## src/rtl/ps2_keyboard_rx.sv

```systemverilog
// PS/2 keyboard receiver: conditions the raw PS/2 clock/data pair,
// deserialises 11-bit frames and turns the byte stream into the 11-bit
// ps2_key event word (toggle, make/break, extended, scancode).
module ps2_keyboard_rx #(
  parameter int FILTER_LEN = 8,
  parameter int TIMEOUT    = 65535
) (
  input  logic        clk_sys,
  input  logic        reset,
  input  logic        ps2_clk,
  input  logic        ps2_data,
  output logic [10:0] ps2_key,
  output logic        frame_err
);

  localparam int TW = $clog2(TIMEOUT + 1);
  localparam int FW = 8;

  typedef enum logic [1:0] {
    ST_IDLE,
    ST_DATA,
    ST_PARITY,
    ST_STOP
  } state_t;

  logic [1:0]    r_clkSync;
  logic [1:0]    r_dataSync;
  logic [FW-1:0] r_filtCnt;
  logic          r_fclk;
  logic          r_fclkPrev;

  state_t        r_state;
  state_t        w_stateNext;
  logic [2:0]    r_bitCnt;
  logic [7:0]    r_shift;
  logic          r_parity;
  logic [TW-1:0] r_toCnt;

  logic          r_frameErr;
  logic          r_byteValid;
  logic [7:0]    r_byte;

  logic [10:0]   r_key;
  logic          r_ext;
  logic          r_brk;
  logic [2:0]    r_skip;

  logic          w_fall;
  logic          w_data;
  logic          w_timeout;
  logic          w_err;
  logic          w_accept;

  // Two-flop synchronisers; idle-high so reset looks like a quiet bus
  always_ff @(posedge clk_sys) begin
    if (reset) begin
      r_clkSync  <= 2'b11;
      r_dataSync <= 2'b11;
    end else begin
      r_clkSync  <= {r_clkSync[0], ps2_clk};
      r_dataSync <= {r_dataSync[0], ps2_data};
    end
  end

  // Glitch filter: the filtered clock only follows after FILTER_LEN
  // consecutive samples disagreeing with its current level
  always_ff @(posedge clk_sys) begin
    if (reset) begin
      r_filtCnt  <= '0;
      r_fclk     <= 1'b1;
      r_fclkPrev <= 1'b1;
    end else begin
      r_fclkPrev <= r_fclk;
      if (r_clkSync[1] == r_fclk) begin
        r_filtCnt <= '0;
      end else if (r_filtCnt == FW'(FILTER_LEN - 1)) begin
        r_fclk    <= r_clkSync[1];
        r_filtCnt <= '0;
      end else begin
        r_filtCnt <= r_filtCnt + 1'b1;
      end
    end
  end

  assign w_fall    = r_fclkPrev & ~r_fclk;
  assign w_data    = r_dataSync[1];
  assign w_timeout = (r_state != ST_IDLE) && !w_fall && (r_toCnt == TW'(TIMEOUT));

  // Frame state register
  always_ff @(posedge clk_sys) begin
    if (reset) begin
      r_state <= ST_IDLE;
    end else begin
      r_state <= w_stateNext;
    end
  end

  // Frame next-state logic plus accept/error decisions for the current fall
  always_comb begin
    w_stateNext = r_state;
    w_err       = 1'b0;
    w_accept    = 1'b0;
    if (w_timeout) begin
      w_stateNext = ST_IDLE;
      w_err       = 1'b1;
    end else if (w_fall) begin
      case (r_state)
        ST_IDLE: begin
          if (!w_data) begin
            w_stateNext = ST_DATA;
          end else begin
            w_err = 1'b1;
          end
        end
        ST_DATA: begin
          if (r_bitCnt == 3'd7) begin
            w_stateNext = ST_PARITY;
          end
        end
        ST_PARITY: begin
          w_stateNext = ST_STOP;
        end
        ST_STOP: begin
          w_stateNext = ST_IDLE;
          if (w_data && ((^r_shift) ^ r_parity)) begin
            w_accept = 1'b1;
          end else begin
            w_err = 1'b1;
          end
        end
        default: begin
          w_stateNext = ST_IDLE;
        end
      endcase
    end
  end

  // Frame datapath: bit counter, shift register, parity and inactivity timer
  always_ff @(posedge clk_sys) begin
    if (reset) begin
      r_bitCnt <= '0;
      r_shift  <= '0;
      r_parity <= 1'b0;
      r_toCnt  <= '0;
    end else begin
      if (r_state == ST_IDLE || w_timeout || w_fall) begin
        r_toCnt <= '0;
      end else begin
        r_toCnt <= r_toCnt + 1'b1;
      end
      if (w_fall) begin
        case (r_state)
          ST_IDLE: begin
            r_bitCnt <= '0;
            r_shift  <= '0;
          end
          ST_DATA: begin
            r_shift[r_bitCnt] <= w_data;
            r_bitCnt          <= r_bitCnt + 1'b1;
          end
          ST_PARITY: begin
            r_parity <= w_data;
          end
          default: begin
          end
        endcase
      end
    end
  end

  // Registered error pulse and accepted-byte handoff to the interpreter
  always_ff @(posedge clk_sys) begin
    if (reset) begin
      r_frameErr  <= 1'b0;
      r_byteValid <= 1'b0;
      r_byte      <= '0;
    end else begin
      r_frameErr  <= w_err;
      r_byteValid <= w_accept;
      if (w_accept) begin
        r_byte <= r_shift;
      end
    end
  end

  // Byte interpreter: prefixes, status bytes, Pause skipping, event output
  always_ff @(posedge clk_sys) begin
    if (reset) begin
      r_key  <= '0;
      r_ext  <= 1'b0;
      r_brk  <= 1'b0;
      r_skip <= '0;
    end else if (r_byteValid) begin
      if (r_skip != 3'd0) begin
        r_skip <= r_skip - 1'b1;
      end else begin
        case (r_byte)
          8'hE0: r_ext  <= 1'b1;
          8'hF0: r_brk  <= 1'b1;
          8'hE1: r_skip <= 3'd7;
          8'h00, 8'hAA, 8'hEE, 8'hFA, 8'hFC, 8'hFD, 8'hFE, 8'hFF: begin
            r_ext <= 1'b0;
            r_brk <= 1'b0;
          end
          default: begin
            r_key <= {~r_key[10], ~r_brk, r_ext, r_byte};
            r_ext <= 1'b0;
            r_brk <= 1'b0;
          end
        endcase
      end
    end
  end

  assign ps2_key   = r_key;
  assign frame_err = r_frameErr;

endmodule

```

## config.mk

```make
export PLATFORM = sky130hd
export DESIGN_NAME = ps2_keyboard_rx
export DESIGN_NICKNAME = d
export VERILOG_FILES = /design/src/rtl/ps2_keyboard_rx.sv
export SDC_FILE = /design/constraint.sdc
export NUM_CORES = 1
export LEC_CHECK = 0
export CAP_MARGIN = 20
export CELL_PAD_IN_SITES_DETAIL_PLACEMENT = 0
export CELL_PAD_IN_SITES_GLOBAL_PLACEMENT = 1
export CORE_ASPECT_RATIO = 1.1
export CORE_MARGIN = 10
export CORE_UTILIZATION = 41
export DETAILED_ROUTE_END_ITERATION = 10
export GPL_TIMING_DRIVEN = 0
export PLACE_DENSITY = 0.87
export SETUP_SLACK_MARGIN = 0.4
export SYNTH_ARGS = -nofsm -noshare
export SYNTH_HDL_FRONTEND = slang
export SYNTH_SLANG_ARGS = --single-unit
```

## constraint.sdc

```tcl
create_clock -name clk_sys -period 1.9 [get_ports clk_sys]
set_clock_uncertainty 0.2 [all_clocks]
set_input_delay 0.285 -clock clk_sys [delete_from_list [all_inputs] [get_ports clk_sys]]
set_output_delay 0.285 -clock clk_sys [all_outputs]
set_load 0.01 [all_outputs]
```

==> flow_metrics.tcl, run 1 <==
set metrics [dict create \
    fp.coreArea_um2 7470 \
    cts_root_buffer "clkbuf_8" \
    grt_pass1_vias 2793 \
    dr.pass1.iters 4 \
    status "finished, violations left" \
    final_nets 449 \
    critPathKind "register to register" \
    cts.htree.levels 3 \
    cp_max_fo 5 \
    dieArea_um2 11600 \
    antenna_cells 0 \
    worstPathArrival_ns 2.00 \
    cts_tree "done" \
    critPathCaptureType "register" \
    clock-sinks 70 \
    avgViaCountPerCell 5.03 \
    power_density_nw_per_um2 602 \
    num-fill-cells 591 \
    die_w_um 104 \
    ys_top_cells_by_area "dfxtp_1 44%, nor2_1 5.9%, a21oi_1 4.6%" \
    worst_pin_slew_ns 0.658 \
    yosysTopAreaCellShare_pct 44.3 \
    syn_inst 363 \
    cts-buffers-inserted 9 \
    timing.hold.ws_ns 0.208 \
    drt_iter0_drc 89 \
    synth_flop_cell "dfxtp_1" \
    hold_viol 0 \
    dp_hpwl_mm 4.36 \
    hold_buffers 0 \
    wl_per_cell_um 14.4 \
    min-delay-path-class "register to register" \
    ys_seq_area_share_pct 44.3 \
    ios 16 \
    ys_types 45 \
    syn_nets 378 \
    area_delta_synth_final_pct 49.8 \
    final_cell_mix "42 x dfxtp_1, 33 x buf_4, 32 x nor2_1" \
    drive_gt1_share_pct 45.6 \
    fp-row-count 33 \
    finalWorstSetupSlack_ns -0.0259 \
    grt.total_usage_pct 12.5 \
    grt_max_degree 14 \
    required_ns 1.97 \
    start_kind "register" \
    fin_crit_sh_pct 101 \
    synth.avg_cell_area_um2 8.72 \
    insertion_delay_ns 0.35 \
    synth_edf_count 0 \
    violations "negative setup slack" \
    drv_cap 0 \
    dr_total_vias 2734 \
    grt_setup_unrepaired "yes" \
    grt_pass1_wl_mm 12.4 \
    final_common_cell "dfxtp_1" \
    clk_pin_slew_ns 0.08 \
    p_total_uw 2860 \
    cts_buffer_depth 2 \
    initial_core_util_pct 42.4 \
    ant_nets 0 \
    grt_remaining_overflow 0 \
    antenna_found_initial 0 \
    setup_viol 2 \
    async_flop_share_pct 0 \
    regArea_um2 1450 \
    power.ir.vdd_worst_uv 561 \
    power.leakage_uw 0.00179 \
    slew_headroom_pct 56.1 \
    port_buffers 14 \
    period_minus_slack_ns 1.93 \
    syn-cell-area_um2 3170 \
    wl_mm 7.86 \
    drv_slew 0 \
    die_height_um 112 \
    yosys_register_bits 70 \
    multi_input_area_um2 2130 \
    post-route-drc-count 0 \
    place_congestion 0.812 \
    max_freq_mhz 519 \
    ys_warn_count 0 \
    synth.largest_area_cell "dfxtp_1" \
]
==> per-layer routing <==
layer,wire length [um],track usage [%],up-vias,part of all wire (%)
met4,199,6.59,0,2.5
met1,3210,13.0,1290,41
met5,0,0,-,0
met3,243,2.97,15,3.1
li1,-,-,1393,-
met2,4210,22.9,36,54
==> worst paths after layout <==
check	startpoint	endpoint	slack [ns]	depth (start not counted)
max	r_byte[1]	ps2_key[9]	-0.03	5
min	r_clkSync[0]	r_clkSync[1]	0.21	1
min reg2reg	r_clkSync[0]	r_clkSync[1]	0.21	1
max reg2reg	r_byte[1]	ps2_key[9]	-0.03	5
==> what timing repair did <==
action / CTS / global route
gates resized for setup: 116 / 80
setup endpoints to repair: 74 / 62
buffers inserted: 30 / 11
pin swaps: 26 / 27
cloned: 4 / 1
==> power by group <==
part           total [uW]  switching, uW  leakage (uW)  internal [uW]
registers            1460           3.36      0.000579           1460
clock network        1350            608      0.000106            743
logic                43.4           28.6       0.00111           14.7
total                2860            640       0.00179           2220
==> stage by stage <==
step | worst slack (ns) | instances | utilization, % | setup TNS [ns] | instance area [um2]
global placement | -0.124 | 482 | 47.5 | -0.954 | 3550
global route | -0.114 | 544 | 63.5 | -1.10 | 4740
finish | -0.0259 | 544 | 63.5 | -0.0397 | 4740
floorplan | 0.0312 | 363 | - | 0 | 3280
CTS | -0.00658 | 532 | 58.7 | -0.00704 | 4390
detailed placement | -0.136 | 482 | 47.5 | -1.18 | 3550
==> cell families (layout without fill, tap and decap cells) <==
family	Yosys count	count (layout)	share of synthesized area, %
simple gates	140	140	21.8
compound gates	73	73	13.7
fa+ha+maj	11	11	4.35
xor+xnor	25	25	7.82
buf+inv	32	108	3.91
mux	12	12	4.19
flops	70	70	44.3
==> final cells by class <==
cell class	instances	share of cell area, %
inverters	15	1.29
multi-input cells	261	44.9
clock inverters	7	2.06
plain buffers	17	3.40
well taps	105	2.77
repair buffers	60	12.3
flip-flops and latches	70	30.6
clock buffers	9	2.61
==> critical path, stage by stage, from the launching register on <==
cell and delay, ns:
dfxtp_4 0.35, or3_4 0.39, o31a_1 0.32, o31a_1 0.17
clkbuf_8 0.18, a311oi_1 0.23
==> cells in the mapped netlist (all sizes together), types with 3 or more instances <==
cell / count
nor2b: 5
xor2: 10
ha: 11
clkbuf: 14
inv: 15
mux2i: 12
a21oi: 29
or2: 9
and2: 3
nand2b: 5
dfxtp: 70
a21boi: 6
o21ai: 22
buf: 3
xnor2: 13
nand2: 20
nand4: 5
nand3: 21
or3: 3
nor3: 4
nor2: 50
and3: 5
==> sequential cells by signal, summed over array words and instances (netlist names), 2 cells and up <==
register,cells
ps2_key,11
r_filtCnt,8
r_dataSync,2
r_byte,8
r_toCnt,16
r_skip,3
r_clkSync,2
r_state,2
r_shift,8
r_bitCnt,3
Power figures use the tool's default switching activity.
==> inputs of run 2 (changes only) <==
Settings changed: CORE_UTILIZATION 41 to 45, PLACE_DENSITY 0.87 to 0.9.
Clock period 1.9 ns to 1.8 ns, I/O delays scaled along.
==> run 2 against run 1 <==
The run still ends with negative setup slack left; critical path type unchanged; combinational power is 10% higher; clock power is 4% lower; design area is 0.76% higher; sequential power is 6% higher; wire length hardly changed; via count is 2.2% higher; worst hold slack better by 0.0025 ns; non-clock buffer count is 1 higher; first-iteration DRC count is 28% lower.
==> flow_metrics.tcl, run 2 (synthesis gave the netlist of run 1 again) <==
set metrics [dict create \
    clk_pin_slew_ns 0.08 \
    top_register "r_toCnt" \
    crit_buf_inv 2 \
    dp_hpwl_mm 4.50 \
    drive_gt1_share_pct 52.5 \
    fin_crit_sh_pct 110 \
    cts_root_buffer "clkbuf_8" \
    dr.pass1.iters 4 \
    dr_total_vias 2794 \
    hold_viol 0 \
    path_delay_family "simple AND/OR/NAND/NOR gates" \
    port_buffers 14 \
    crit_chain "inv_2, ha_4, and3b_2, o31a_1, buf_4, o31ai_4, or3_1, a21oi_1" \
    required_ns 1.87 \
    die_w_um 100 \
    cpPeakStageDelay_ns 0.36 \
    start_kind "register" \
    avgViaCountPerCell 5.32 \
    regArea_um2 1450 \
    grt_max_degree 13 \
    finalWorstSetupSlack_ns -0.185 \
    status "finished, violations left" \
    initial_core_util_pct 45.7 \
    grt_setup_unrepaired "yes" \
    num-fill-cells 482 \
    power_density_nw_per_um2 604 \
    slew_headroom_pct 52.5 \
    period_minus_slack_ns 1.99 \
    final_nets 450 \
    post-route-drc-count 0 \
    wl_mm 7.86 \
    wl_per_cell_um 15.0 \
    stdcell_area_um2 4780 \
    area_delta_synth_final_pct 51.0 \
    timing.hold.ws_ns 0.211 \
    setup_viol 20 \
    slowest_stage "or3_1" \
    worst_pin_slew_ns 0.712 \
    die_height_um 108 \
    multi_input_area_um2 2230 \
    power.ir.vdd_worst_uv 410 \
    largest_reg_flops 16 \
    worstPathArrival_ns 2.05 \
    violations "negative setup slack" \
    fp.coreArea_um2 6930 \
    cp_max_fo 3 \
    final_cell_mix "39 x dfxtp_1, 33 x nor2_1, 31 x buf_4" \
    fin_setup_tns_ns -2.42 \
    fp-row-count 32 \
    cts_buffer_depth 2 \
    ant_nets 0 \
    drt_iter0_drc 64 \
    grt_pass1_wl_mm 12.3 \
    max_freq_mhz 504 \
    dpl-instance-area_um2 3560 \
    final_common_cell "dfxtp_1" \
    clock-sinks 70 \
    cts.htree.levels 3 \
    critPathCaptureType "register" \
    cts_tree "done" \
    drv_cap 0 \
    grt_remaining_overflow 0 \
    ios 16 \
    grt.total_usage_pct 13.9 \
    min-delay-path-class "register to register" \
    antenna_found_initial 0 \
    drv_slew 0 \
    antenna_cells 0 \
    power.leakage_uw 0.00184 \
    dp_slack_ns -0.245 \
    place_congestion 0.793 \
    grt_pass1_vias 2685 \
    insertion_delay_ns 0.35 \
    dieArea_um2 10800 \
    cts-buffers-inserted 9 \
    critPathKind "register to register" \
    fin_util_pct 69.0 \
]
==> run 2: cell type report <==
type	instances	area share [%]
Multi-Input combinational cell	261	46.7
Sequential cell	70	30.3
Timing Repair Buffer	61	11.8
Buffer	17	3.45
Clock buffer	11	2.96
Tap cell	85	2.22
Inverter	15	1.28
Clock inverter	5	1.23
==> run 2: per-layer routing <==
metal	GRT usage, %	routed length [um]
met1	15.2	3250
met3	3.19	248
met5	0	0
met4	7.27	196
met2	24.4	4160
==> run 2: path summary, 6_finish.rpt <==
path	startpoint	end	slack (ns)	depth (start not counted)
min	r_dataSync[0]	r_dataSync[1]	0.21	1
max reg2reg	r_skip[1]	ps2_key[10]	-0.19	8
min reg2reg	r_dataSync[0]	r_dataSync[1]	0.21	1
max	r_skip[1]	ps2_key[10]	-0.19	8
==> run 2: report_power, final <==
| group | total, uW | internal (uW) | switching [uW] |
|---|---|---|---|
| clock network | 1290 | 678 | 612 |
| registers | 1550 | 1550 | 3.78 |
| logic | 47.8 | 16.8 | 31.0 |
| total | 2890 | 2240 | 646 |
==> run 2: timing repair <==
item,CTS,global route
setup buffers,30,13
setup endpoints to repair,74,73
endpoints found under the hold margin,0,0
resized for setup,104,134
pin swaps,30,40
hold buffers,0,0
gates cloned,3,1
==> run 2: stage by stage <==
step                      power [uW]  std cells
after floorplan                 1610        363
after detailed placement        1630        462
final                           2890        525
after global routing            2980        525
after CTS                       2900        511
after global placement          1630        462
